File: src/rtl/branch_pred_gen.sv
// Table-based branch predictor (not-taken / bimodal / gshare) with global history,
// sequenced table-clear sweep and saturating lookup/mispredict counters.
module branch_pred_gen #(
    parameter int          PC_W     = 32,
    parameter int          IDX_W    = 6,
    parameter int          HIST_W   = 6,
    parameter int          MODE     = 2,
    parameter logic [1:0]  CNT_INIT = 2'b01
) (
    input  logic              clk,
    input  logic              rst,
    input  logic              lookup_vld,
    input  logic [PC_W-1:0]   lookup_pc,
    output logic              pred_taken,
    output logic [IDX_W-1:0]  pred_idx,
    input  logic              upd_vld,
    input  logic [IDX_W-1:0]  upd_idx,
    input  logic              upd_taken,
    input  logic              upd_pred,
    input  logic              clr,
    output logic              busy,
    output logic [31:0]       stat_lookups,
    output logic [31:0]       stat_mispred
);

    // state   | meaning
    // S_IDLE  | normal predict/update operation
    // S_CLEAR | sweeping table entries back to CNT_INIT, one per cycle
    typedef enum logic {S_IDLE, S_CLEAR} state_t;

    localparam int N_ENT = 1 << IDX_W;

    state_t             state_q, state_d;
    logic [IDX_W-1:0]   ptr_q, ptr_d;
    logic [HIST_W-1:0]  ghr_q, ghr_d;
    logic [1:0]         tbl_q [N_ENT];
    logic [1:0]         tbl_d [N_ENT];
    logic [31:0]        lk_q, lk_d;
    logic [31:0]        mp_q, mp_d;
    logic [IDX_W-1:0]   ghr_ext;
    logic [IDX_W-1:0]   idx;
    logic [1:0]         upd_cnt;
    logic               lookup_acc;
    logic               upd_acc;
    logic               unused_pc_hi;

    assign unused_pc_hi = ^lookup_pc[PC_W-1:IDX_W];

    assign busy         = (state_q == S_CLEAR);
    assign lookup_acc   = lookup_vld && !busy;
    assign upd_acc      = upd_vld && !busy;
    assign stat_lookups = lk_q;
    assign stat_mispred = mp_q;

    always_comb begin
        ghr_ext = '0;
        ghr_ext[HIST_W-1:0] = ghr_q;
        if (MODE == 2) begin
            idx = lookup_pc[IDX_W-1:0] ^ ghr_ext;
        end else begin
            idx = lookup_pc[IDX_W-1:0];
        end
        pred_idx = idx;
        if (MODE == 0) begin
            pred_taken = 1'b0;
        end else begin
            pred_taken = lookup_acc ? tbl_q[idx][1] : 1'b0;
        end
    end

    always_comb begin
        state_d = state_q;
        ptr_d   = ptr_q;
        ghr_d   = ghr_q;
        lk_d    = lk_q;
        mp_d    = mp_q;
        tbl_d   = tbl_q;
        upd_cnt = tbl_q[upd_idx];

        if (lookup_acc && (lk_q != 32'hFFFF_FFFF)) begin
            lk_d = lk_q + 32'd1;
        end

        if (upd_acc) begin
            ghr_d = HIST_W'({ghr_q, upd_taken});
            if ((upd_taken != upd_pred) && (mp_q != 32'hFFFF_FFFF)) begin
                mp_d = mp_q + 32'd1;
            end
            if (MODE != 0) begin
                if (upd_taken && (upd_cnt != 2'd3)) begin
                    tbl_d[upd_idx] = upd_cnt + 2'd1;
                end else if (!upd_taken && (upd_cnt != 2'd0)) begin
                    tbl_d[upd_idx] = upd_cnt - 2'd1;
                end
            end
        end

        if (state_q == S_CLEAR) begin
            tbl_d[ptr_q] = CNT_INIT;
            ptr_d        = ptr_q + IDX_W'(1);
            if (ptr_q == IDX_W'(N_ENT - 1)) begin
                state_d = S_IDLE;
            end
        end

        // clr overrides history and stats even when an update lands on the same edge
        if (clr) begin
            state_d = S_CLEAR;
            ptr_d   = '0;
            ghr_d   = '0;
            lk_d    = '0;
            mp_d    = '0;
        end
    end

    always_ff @(posedge clk or posedge rst) begin
        if (rst) begin
            state_q <= S_IDLE;
            ptr_q   <= '0;
            ghr_q   <= '0;
            lk_q    <= '0;
            mp_q    <= '0;
            for (int i = 0; i < N_ENT; i++) begin
                tbl_q[i] <= CNT_INIT;
            end
        end else begin
            state_q <= state_d;
            ptr_q   <= ptr_d;
            ghr_q   <= ghr_d;
            lk_q    <= lk_d;
            mp_q    <= mp_d;
            tbl_q   <= tbl_d;
        end
    end

endmodule

File: config.mk
export PLATFORM = sky130hd
export DESIGN_NAME = branch_pred_gen
export DESIGN_NICKNAME = d
export VERILOG_FILES = /design/src/rtl/branch_pred_gen.sv
export SDC_FILE = /design/constraint.sdc
export NUM_CORES = 1
export LEC_CHECK = 0
export CAP_MARGIN = 30
export CORE_ASPECT_RATIO = 0.9
export CORE_MARGIN = 2
export CORE_UTILIZATION = 40
export CTS_CLUSTER_SIZE = 30
export DETAILED_ROUTE_END_ITERATION = 8
export PLACE_DENSITY = 0.62
export SYNTH_ARGS = -nofsm -noshare
export SYNTH_HDL_FRONTEND = slang
export SYNTH_SLANG_ARGS = --single-unit
export TNS_END_PERCENT = 50
File: constraint.sdc
create_clock -name clk -period 9.8 [get_ports clk]
set_input_delay 1.96 -clock clk [delete_from_list [all_inputs] [get_ports clk]]
set_output_delay 1.96 -clock clk [all_outputs]
set_load 0.01 [all_outputs]
Yosys cells after proc, flatten, opt, wreduce, memory -nomap -nowiden:

Cells that the tools add are included.

* add/sub/neg operators: 5
* order comparisons: 5
* equality and inequality tests: 5
* muxes and demuxes: 29
* bitwise gates (word level): 7
* reduce and logical (&&, ||, !) cells: 16

Operators by type and width (count)
* 128-bit two-way mux: 4
* 128-bit bitwise mux: 2
* 32-bit two-way mux: 5
* 32-bit by 1-bit adder with 32-bit output, second input constant: 2
* 64-bit bitwise AND: 1
* 32-bit inequality test, second input constant: 2
* 64-bit inverter: 1
* 64-bit bitwise OR: 1
* 2-bit binary-select mux with 6-bit select: 2
* 2-bit demux with 6-bit select: 2
* 6-bit two-way mux: 4
* 7-bit greater-or-equal comparator, second input constant: 3
* 6-bit inverter with 7-bit output: 3
* 7-bit by 1-bit < comparator with 1-bit output, second input constant: 2
* 2-bit two-way mux: 6
* 2-bit nonzero test: 5
* 1-bit logical AND: 8
* 6-bit by 1-bit adder with 6-bit output, second input constant: 1
* 6-bit == test, second input constant: 1
* 6-bit bitwise XOR: 1
* 1-bit two-way mux: 4
* 2-bit by 1-bit adder with 2-bit output, second input constant: 1
* 1-bit zero test: 2
* 2-bit inequality test, second input constant: 1
* other kinds (3): 3

* bits in registers: 205
* input port bits: 45
* logic and storage cells: 136

Longest topological paths before layout:

Gate-level depths: netlist (run 1).

* depth in word-level cells: 11
* depth in mapped cells: 19

Worst setup path after synthesis (run 1):

No wires, ideal clock.

* kind: input-to-output
* from: in lookup_pc[2]
* to: out pred_taken
* arrival: 3.687 ns
* data required time: 7.840 ns
* slack: 4.153 ns
* cell stages on the path: 7
* path through: xnor2_1 > clkinv_1 > mux4_2 > o211ai_1 > a2111oi_0 > nor2_1 > nand4_1

* cells in the longest elaborated chain, start to end: 6

Ends and longest elaborated chain
* start, declared: line 13 `input logic [PC_W-1:0] lookup_pc,`
* 6-bit bitwise XOR: line 59 `idx = lookup_pc[IDX_W-1:0] ^ ghr_ext;`
* via pred_idx[2]: line 15 `output logic [IDX_W-1:0] pred_idx,`
* 6-bit inverter with 7-bit output (implied by the code): line 67 `pred_taken = lookup_acc ? tbl_q[idx][1] : 1'b0;`
* 2-bit binary-select mux with 6-bit select: line 67
* 2-bit two-way mux (implied by the code) (2 in series): line 67
* 1-bit two-way mux: line 67
* end, declared: line 14 `output logic pred_taken,`

The timed path passes the listed nets, and every way through them passes these cells. The select of a mux whose other input is x is not followed.

Worst setup path in the final report (run 1):

* from: in lookup_pc[2]
* to: out pred_taken

* cells in the longest elaborated chain, start to end: 6

Ends and longest elaborated chain (line)
* 6-bit bitwise XOR: 59
* 6-bit inverter with 7-bit output (implied by the code): 67
* 2-bit binary-select mux with 6-bit select: 67
* 2-bit two-way mux (implied by the code) (2 in series): 67
* 1-bit two-way mux: 67

Every way passes these cells. The select of a mux whose other input is x is not followed.

==> flow_summary.json, run 1 <==
{
  "cts_resized": 0,
  "grt_usage": 0.2426,
  "synth_edf_count": 0,
  "worstSetupStartpointType": "input port",
  "p_switching_mw": 0.4712,
  "netlist_area_sq_um": 11740,
  "switching_share": 0.2458,
  "final.period_utilization": 0.7707,
  "antenna_found_initial": 0,
  "finalWeightedCongestion": 0.8965,
  "pin_count": 117,
  "cts_buffer_depth": 3,
  "design_area_sq_um": 13740,
  "grtUsageMet1": 0.3492,
  "fp.dieH_microns": 166.5,
  "synth_fp_nets": 1276,
  "ys_dominant_reg_cell": "dfrtp_1",
  "timing.fmax_ghz": 0.1324,
  "grtUsageMet2": 0.3715,
  "syn_to_final_growth_pct": 17.03,
  "finalSetupTns_ns": 0,
  "ant_nets": 0,
  "final_cell_mix": "nor2_1 (168), dfrtp_1 (141), nand2_1 (118)",
  "setup.worst_path.end": "pred_taken",
  "power_frac_seq": 0.456,
  "crit_start": "lookup_pc[2]",
  "yosysSeqAreaShare": 0.4439,
  "period_needed_ns": 7.553,
  "start_util": 0.4066,
  "rsz0062_at_grt": "false",
  "postCtsSetupRepairBufs": 0,
  "grt_pass1_wl_mm": 58.10,
  "drt_wl_total_mm": 37.18,
  "h-tree-depth": 1,
  "cpMaxStageDelayCell": "xnor2_1",
  "setup_violations": 0,
  "place_area_sq_um": 12940,
  "required_ns": 7.84,
  "globalRouteMet3Util": 0.03849,
  "cp-end-kind": "output pin",
  "placementRows": 59,
  "overflow": 0,
  "r2r-end": "tbl_q[116]",
  "netlist_instances": 1226,
  "clkPwrFrac": 0.465,
  "cts_tree": "built",
  "worst_pin_slew_ns": 1.095,
  "viasPerCell": 6.060,
  "die_area_sq_um": 30730,
  "r2r_start": "tbl_q[116]",
  "portBuffers": 90,
  "max-cap-violations": 0,
  "relSlewSlack": 0.2671,
  "insertedDiodeCount": 0,
  "final_common_cell": "nor2_1",
  "report.final.slew_viol_count": 0,
  "cp_top_family": "buffers and inverters",
  "crit_cells": 9,
  "route.detailed.drc": 0,
  "yosys_register_bits": 205,
  "synth.avg_cell_area_sq_um": 9.574,
  "hp-class": "flip-flop to flip-flop",
  "crit_buf_inv": 3,
  "numCtsBuffers": 24,
  "synthArstFlopShare": 1.000,
  "crit_arrival_ns": 5.59,
  "num_vias": 10250,
  "path_cells": "clkdlybuf4s50_1 -> xnor2_1 -> clkinv_1 -> mux4_2 -> o211ai_1 -> a2111oi_0 -> nor2_1 -> nand4_1 -> clkdlybuf4s50_1",
  "path_clk_slew_ns": 0.06,
  "r2r_cells": 12,
  "skew_ns": 0.01302,
  "power.density_nw_per_um2": 139.5,
  "coreArea_sq_um": 28860,
  "path_class": "input port to output pin",
  "busiest_layer": "met2",
  "leakage_nw": 5.067,
  "drive_gt1_frac": 0.1792,
  "hold_buffers": 0,
  "grt_max_degree": 128,
  "cp_common_cell": "clkdlybuf4s50_1",
  "die_w_microns": 184.6,
  "fin_util": 0.4759,
  "hold_violations": 0,
  "cp_max_fo": 9,
  "ys_types": 70,
  "worstSkewPairLatency_ns": 0.52,
  "yosys_warnings": 0,
  "peakVddDrop_uv": 128.4,
  "final_nets": 1328,
  "total_power_mw": 1.917,
  "hpwlAfterDp_mm": 24.61,
  "wl_per_cell_microns": 21.99,
  "drtPass1Iterations": 5,
  "max_stage_delay_ns": 0.78,
  "combPwrFrac": 0.079,
  "r2r_slack_ns": 4.67,
  "clockRootBuffer": "clkbuf_16",
  "grt_pass1_vias": 9662,
  "detail_route.iter0.violations": 943,
  "cts_sinks": 205,
  "internal-power_mw": 1.446,
  "outcome": "finished clean"
}
## how the worst min path moves through the flow
| stage | slack (ns) | startpoint | cells past startpoint | end |
|---|---|---|---|---|
| after floorplan | 0.48 | tbl_q[32] | 2 | tbl_q[32] |
| after global placement | 0.50 | tbl_q[78] | 2 | tbl_q[78] |
| after detailed placement | 0.50 | tbl_q[70] | 2 | tbl_q[70] |
| after CTS | 0.51 | tbl_q[70] | 2 | tbl_q[70] |
| after global routing | 0.54 | tbl_q[66] | 2 | tbl_q[66] |
| final | 0.51 | tbl_q[64] | 2 | tbl_q[64] |
## worst register-to-register path, delay by kind of cell, from the launching register on
kind,cells,cell delay [ns]
simple gates,5,2.65
compound gates,4,1.19
mux,2,0.58
flops,1,0.36
fa+ha+maj,1,0.24
## per-stage QoR
stage	instances	setup slack, ns	hold slack [ns]
after global routing	1691	2.118	0.5371
after detailed placement	1647	2.222	0.4978
after global placement	1642	2.270	0.4960
after floorplan	1226	2.350	0.4787
after CTS	1690	2.261	0.5065
final	1691	2.247	0.5085
## area by class of cell
class	instances	area (sq um)
flip-flops and latches	205	5210
fillers	2700	15130
well taps	396	495.5
inverters	16	67.56
repair buffers	114	1106
multi-input cells	917	6087
clock inverters	2	35.03
clock buffers	41	735.7
## power groups by stage
stage | Clock [mW] | Combinational [mW] | Sequential (mW)
4_1_cts | 0.908 | 0.151 | 0.874
6_report | 0.891 | 0.152 | 0.874
3_3_place_gp | 0 | 0.146 | 0.887
2_1_floorplan | 0 | 0.103 | 0.884
5_1_grt | 0.946 | 0.165 | 0.875
3_5_place_dp | 0 | 0.150 | 0.888
## registers in the layout (all words and copies together) (netlist names)
name / flops
stat_lookups: 32
stat_mispred: 32
ghr_ext: 6
busy: 1
tbl_q: 128
ptr_q: 6
## Yosys cell counts (23+ instances only)
cell type	n	share of area
clkbuf_1	68	0.022
or3_1	23	0.012
a21oi_1	54	0.023
xnor2_1	44	0.033
mux4_2	27	0.052
o311ai_0	26	0.019
nor2_1	168	0.054
dfrtp_1	141	0.30
dfstp_2	64	0.14
o221a_2	50	0.048
o21ai_0	85	0.036
nand2_1	118	0.038
nand3_1	51	0.022
nor3_1	26	0.011
## per-layer routing
layer	wire length (microns)	part of all wire
met1	16330	0.44
met2	16770	0.45
met3	2729	0.073
met4	1345	0.036
met5	0	0
## cells by family after synthesis
kind of cell    synth area share
compound gates            0.1835
simple gates              0.2017
xor+xnor                 0.04562
buf+inv                  0.03901
fa+ha+maj               0.005330
mux                      0.08101
flops                     0.4439
(Power assumes the default switching activity.)
==> run 2: changes to the inputs <==
==> constraint.sdc (replaced) <==
create_clock -name clk -period 7.5 [get_ports clk]
set_input_delay 1.5 -clock clk [delete_from_list [all_inputs] [get_ports clk]]
set_output_delay 1.5 -clock clk [all_outputs]
set_load 0.01 [all_outputs]
==> run 2 against run 1 <==
Core utilization increased by 0.12 points; clock-buffer cell count shrank 1; die area stayed put; first-iteration DRC count increased by 26%; sequential power is 30% higher; register-to-register slack got worse by 1.8 ns; sequential share of layout area decreased by 0.097 points; routed wire length grew 0.22%; worst hold slack hardly changed; clock skew fell by 0.0033 ns; largest power group is now registers.
==> flow_summary.json, run 2 (synthesized netlist as in run 1, its figures left out) <==
{
  "outcome": "finished clean",
  "setup_ws_ns": 0.6567,
  "regMostFlops": "tbl_q",
  "skew_ns": 0.009758,
  "period_needed_ns": 6.843,
  "hold_depth": 2,
  "drtPass1Iterations": 5,
  "required_ns": 6.00,
  "largest_register_ffs": 128,
  "ant_nets": 0,
  "crit_buf_inv": 3,
  "h-tree-depth": 1,
  "insertedDiodeCount": 0,
  "hold_slack_ns": 0.5081,
  "clockRootBuffer": "clkbuf_16",
  "r2r_cells": 10,
  "finalWeightedCongestion": 0.8687,
  "final_nets": 1338,
  "route.detailed.drc": 0,
  "peakVddDrop_uv": 153.7,
  "detail_route.iter0.violations": 1189,
  "hpwlAfterDp_mm": 24.94,
  "cp_common_cell": "clkdlybuf4s50_1",
  "die_area_sq_um": 30730,
  "final_cell_mix": "nor2_1 (168), dfrtp_1 (141), nand2_1 (118)",
  "fp.dieH_microns": 166.5,
  "setup_violations": 0,
  "worst_pin_slew_ns": 1.082,
  "cp_max_fo": 9,
  "drt_wl_total_mm": 37.26,
  "pre_cts_slack_ns": 0.8331,
  "crit_arrival_ns": 5.34,
  "path_clk_slew_ns": 0.05,
  "antenna_found_initial": 0,
  "path_cells": "clkdlybuf4s50_1 -> xnor2_1 -> clkinv_1 -> mux4_2 -> o211ai_1 -> a2111oi_0 -> nor2_1 -> nand4_1 -> clkdlybuf4s50_1",
  "overflow": 0,
  "power.density_nw_per_um2": 179.9,
  "cts_resized": 0,
  "report.final.slew_viol_count": 0,
  "cts_sinks": 205,
  "finalSetupTns_ns": 0,
  "hold_violations": 0,
  "grt_max_degree": 106,
  "cp_top_family": "buffers and inverters",
  "final_common_cell": "nor2_1",
  "hp-class": "flip-flop to flip-flop",
  "coreArea_sq_um": 28860,
  "wl_per_cell_microns": 21.89,
  "worstSkewPairLatency_ns": 0.52,
  "leakage_nw": 5.093,
  "rsz0062_at_grt": "false",
  "worstSetupStartpointType": "input port",
  "start_util": 0.4066,
  "max_stage_delay_ns": 0.84,
  "cts_tree": "built",
  "cpMaxStageDelayCell": "xnor2_1",
  "numCtsBuffers": 25,
  "relSlewSlack": 0.2749,
  "placementRows": 59,
  "postCtsSetupRepairBufs": 0,
  "min_to": "tbl_q[66]",
  "r2r_start": "tbl_q[116]",
  "grt_pass1_vias": 10040,
  "hold_buffers": 0,
  "timing.fmax_ghz": 0.1461,
  "r2r_slack_ns": 2.86,
  "portBuffers": 90,
  "viasPerCell": 6.035,
  "path_class": "input port to output pin",
  "syn_to_final_growth_pct": 17.33,
  "grt_pass1_wl_mm": 58.96,
  "grt_usage": 0.2447,
  "pin_count": 117,
  "drive_gt1_frac": 0.1868,
  "hold_start": "tbl_q[66]",
  "r2r-end": "tbl_q[124]",
  "crit_cells": 9,
  "num_vias": 10270,
  "max-cap-violations": 0,
  "final.period_utilization": 0.9124,
  "cp-end-kind": "output pin",
  "die_w_microns": 184.6,
  "cts_buffer_depth": 3
}
## run 2: changes by cell type in the layout (fill, tap and decap cells not counted), sizes merged
cell	previous run	this run
clkinvlp	0	2
bufinv	1	0
clkbuf	41	40
buf	28	37
clkinv	2	4
## run 2: report_power, final
group          switching [mW]  internal [mW]  total [mW]
logic                   0.137         0.0636       0.200
registers              0.0117           1.13        1.14
clock network           0.470          0.664        1.13
## run 2: routing by layer
layer | global-route usage | vias to the layer above | wire length [microns]
li1 | - | 4676 | -
met3 | 0.04964 | 89 | 2915
met2 | 0.3823 | 414 | 17090
met4 | 0.07791 | 0 | 1247
met5 | 0 | - | 0
met1 | 0.3408 | 5093 | 16010
## run 2: how the worst max path moves through the flow
stage,start,endpoint,slack [ns]
global placement,lookup_pc[2],pred_taken,0.90
detailed placement,lookup_pc[2],pred_taken,0.83
global route,lookup_pc[2],pred_taken,0.56
finish,lookup_pc[2],pred_taken,0.66
CTS,lookup_pc[2],pred_taken,0.80
floorplan,rst,busy,0.51
## run 2: cell type report
cell class              instances  area (sq um)
multi-input cells             917          6087
well taps                     396         495.5
repair buffers                123          1150
flip-flops and latches        205          5210
clock buffers                  40         732.0
inverters                      16         67.56
clock inverters                 5         30.03
fillers                      2679         15090
## run 2: per-stage QoR
step,power (mW),instance area [sq um],std cells,util
global route,2.557,13770,1702,0.4771
detailed placement,1.359,13010,1656,0.4506
floorplan,1.289,11740,1226,-
finish,2.477,13770,1702,0.4771
CTS,2.496,13770,1701,0.4770
global placement,1.353,12950,1652,0.4487
## run 2: worst reg2reg max path: stages, from the launching register on
cell	delay (ns)
dfstp_2	0.36
mux2_4	0.27
a2111oi_2	0.47
o221ai_2	0.15
or2_1	0.41
or4_1	0.59
ha_1	0.23
mux2i_1	0.33
nor3b_1	0.46
nand2_1	0.68
o311ai_0	0.58
==> run 3: changes to the inputs <==
--- a/config.mk
+++ b/config.mk
@@ -11,6 +11,7 @@
 export CORE_UTILIZATION = 40
 export CTS_CLUSTER_SIZE = 30
 export DETAILED_ROUTE_END_ITERATION = 8
+export MAX_ROUTING_LAYER = met4
 export PLACE_DENSITY = 0.62
 export SYNTH_ARGS = -nofsm -noshare
 export SYNTH_HDL_FRONTEND = slang
==> run 3 against run 2 <==
Non-clock buffer count did not move; worst hold slack improved by 0.0026 ns; design area did not move; sequential power barely moved; core utilization did not move; largest cell class unchanged.
==> flow_summary.json, run 3 (synthesized netlist as in run 1, its figures left out) <==
{
  "outcome": "finished clean",
  "report.final.slew_viol_count": 0,
  "coreArea_sq_um": 28860,
  "seq_area_sq_um": 5210,
  "multi_input_area_sq_um": 6087,
  "rsz0062_at_grt": "false",
  "worst_pin_slew_ns": 1.069,
  "postCtsSetupRepairBufs": 0,
  "regMostFlops": "tbl_q",
  "syn_to_final_growth_pct": 17.33,
  "max-cap-violations": 0,
  "worstSkewPairLatency_ns": 0.52,
  "h-tree-depth": 1,
  "insertedDiodeCount": 0,
  "hold_slack_ns": 0.5107,
  "final_cell_mix": "nor2_1 (168), dfrtp_1 (141), nand2_1 (118)",
  "drt_wl_total_mm": 37.30,
  "finalSetupTns_ns": 0,
  "path_class": "input port to output pin",
  "drive_gt1_frac": 0.1868,
  "start_util": 0.4066,
  "clockRootBuffer": "clkbuf_16",
  "cp-end-kind": "output pin",
  "grt_usage": 0.2523,
  "required_ns": 6.00,
  "hold_buffers": 0,
  "die_w_microns": 184.6,
  "skew_ns": 0.01043,
  "pre_cts_slack_ns": 0.8331,
  "detail_route.iter0.violations": 1194,
  "pin_count": 117,
  "hp-class": "flip-flop to flip-flop",
  "design_area_sq_um": 13770,
  "cts_resized": 0,
  "place_area_sq_um": 13010,
  "hpwlAfterDp_mm": 24.94,
  "largest_register_ffs": 128,
  "num_vias": 10260,
  "nFillCells": 2679,
  "grt_pass1_vias": 10060,
  "overflow": 0,
  "worstSetupStartpointType": "input port",
  "cp_max_fo": 9,
  "relSlewSlack": 0.2835,
  "cts_buffer_depth": 3,
  "viasPerCell": 6.029,
  "finalWeightedCongestion": 0.8828,
  "cts_sinks": 205,
  "peakVddDrop_uv": 154.4,
  "fin_util": 0.4771,
  "final.period_utilization": 0.8993,
  "total_power_mw": 2.477,
  "path_clk_slew_ns": 0.05,
  "dp_cells": 1656,
  "route.detailed.drc": 0,
  "cts_tree": "built",
  "timing.fmax_ghz": 0.1483,
  "setup_ws_ns": 0.7552,
  "leakage_nw": 5.093,
  "period_needed_ns": 6.745,
  "numCtsBuffers": 25,
  "power.density_nw_per_um2": 179.8,
  "die_area_sq_um": 30730,
  "fp.dieH_microns": 166.5,
  "layout.cells.non_filler": 1702,
  "grt_pass1_wl_mm": 58.94,
  "grt_max_degree": 106,
  "antenna_found_initial": 0,
  "placementRows": 59,
  "drtPass1Iterations": 5,
  "final_common_cell": "nor2_1",
  "final_nets": 1338,
  "crit_arrival_ns": 5.24,
  "portBuffers": 90,
  "hold_violations": 0,
  "ant_nets": 0,
  "wl_per_cell_microns": 21.91,
  "setup_violations": 0
}
[run 3: routing by layer]
metal	vias up	part of all wire	wire length, microns	global-route usage
li1	4684	-	-	-
met1	5096	0.43	16070	0.3423
met2	396	0.46	17060	0.3823
met3	85	0.078	2923	0.04767
met4	0	0.033	1245	0.07896
met5	-	0	0	-
[run 3: worst paths after layout]
kind	start	endpoint	slack, ns	cells past startpoint
min in group asynchronous	rst	stat_lookups[20]	1.38	2
worst min-delay path	tbl_q[64]	tbl_q[64]	0.51	2
worst min register to register	tbl_q[64]	tbl_q[64]	0.51	2
worst max register to register	tbl_q[116]	tbl_q[124]	2.89	10
max in group asynchronous	rst	stat_lookups[25]	4.53	4
worst max-delay path	lookup_pc[2]	pred_taken	0.76	9
[run 3: cell type report]
class                   instances  area share
clock buffers                  40     0.05315
multi-input cells             917      0.4420
clock inverters                 5    0.002180
inverters                      16    0.004906
well taps                     396     0.03598
repair buffers                123     0.08349
flip-flops and latches        205      0.3783
[run 3: worst max-delay path, stage by stage]
cell and delay (ns):
clkdlybuf4s50_1 0.43, xnor2_1 0.78, clkinv_1 0.71, mux4_2 0.40
o211ai_1 0.09, a2111oi_0 0.48, nor2_1 0.11, nand4_1 0.16
clkdlybuf4s50_1 0.57
[run 3: power breakdown]
| part | total, mW | switching (mW) | internal [mW] | leakage, nW |
|---|---|---|---|---|
| combinational | 0.200 | 0.136 | 0.0636 | 2.09 |
| clock | 1.13 | 0.470 | 0.664 | 0.368 |
| sequential | 1.14 | 0.0118 | 1.13 | 2.63 |
| total | 2.48 | 0.618 | 1.86 | 5.09 |
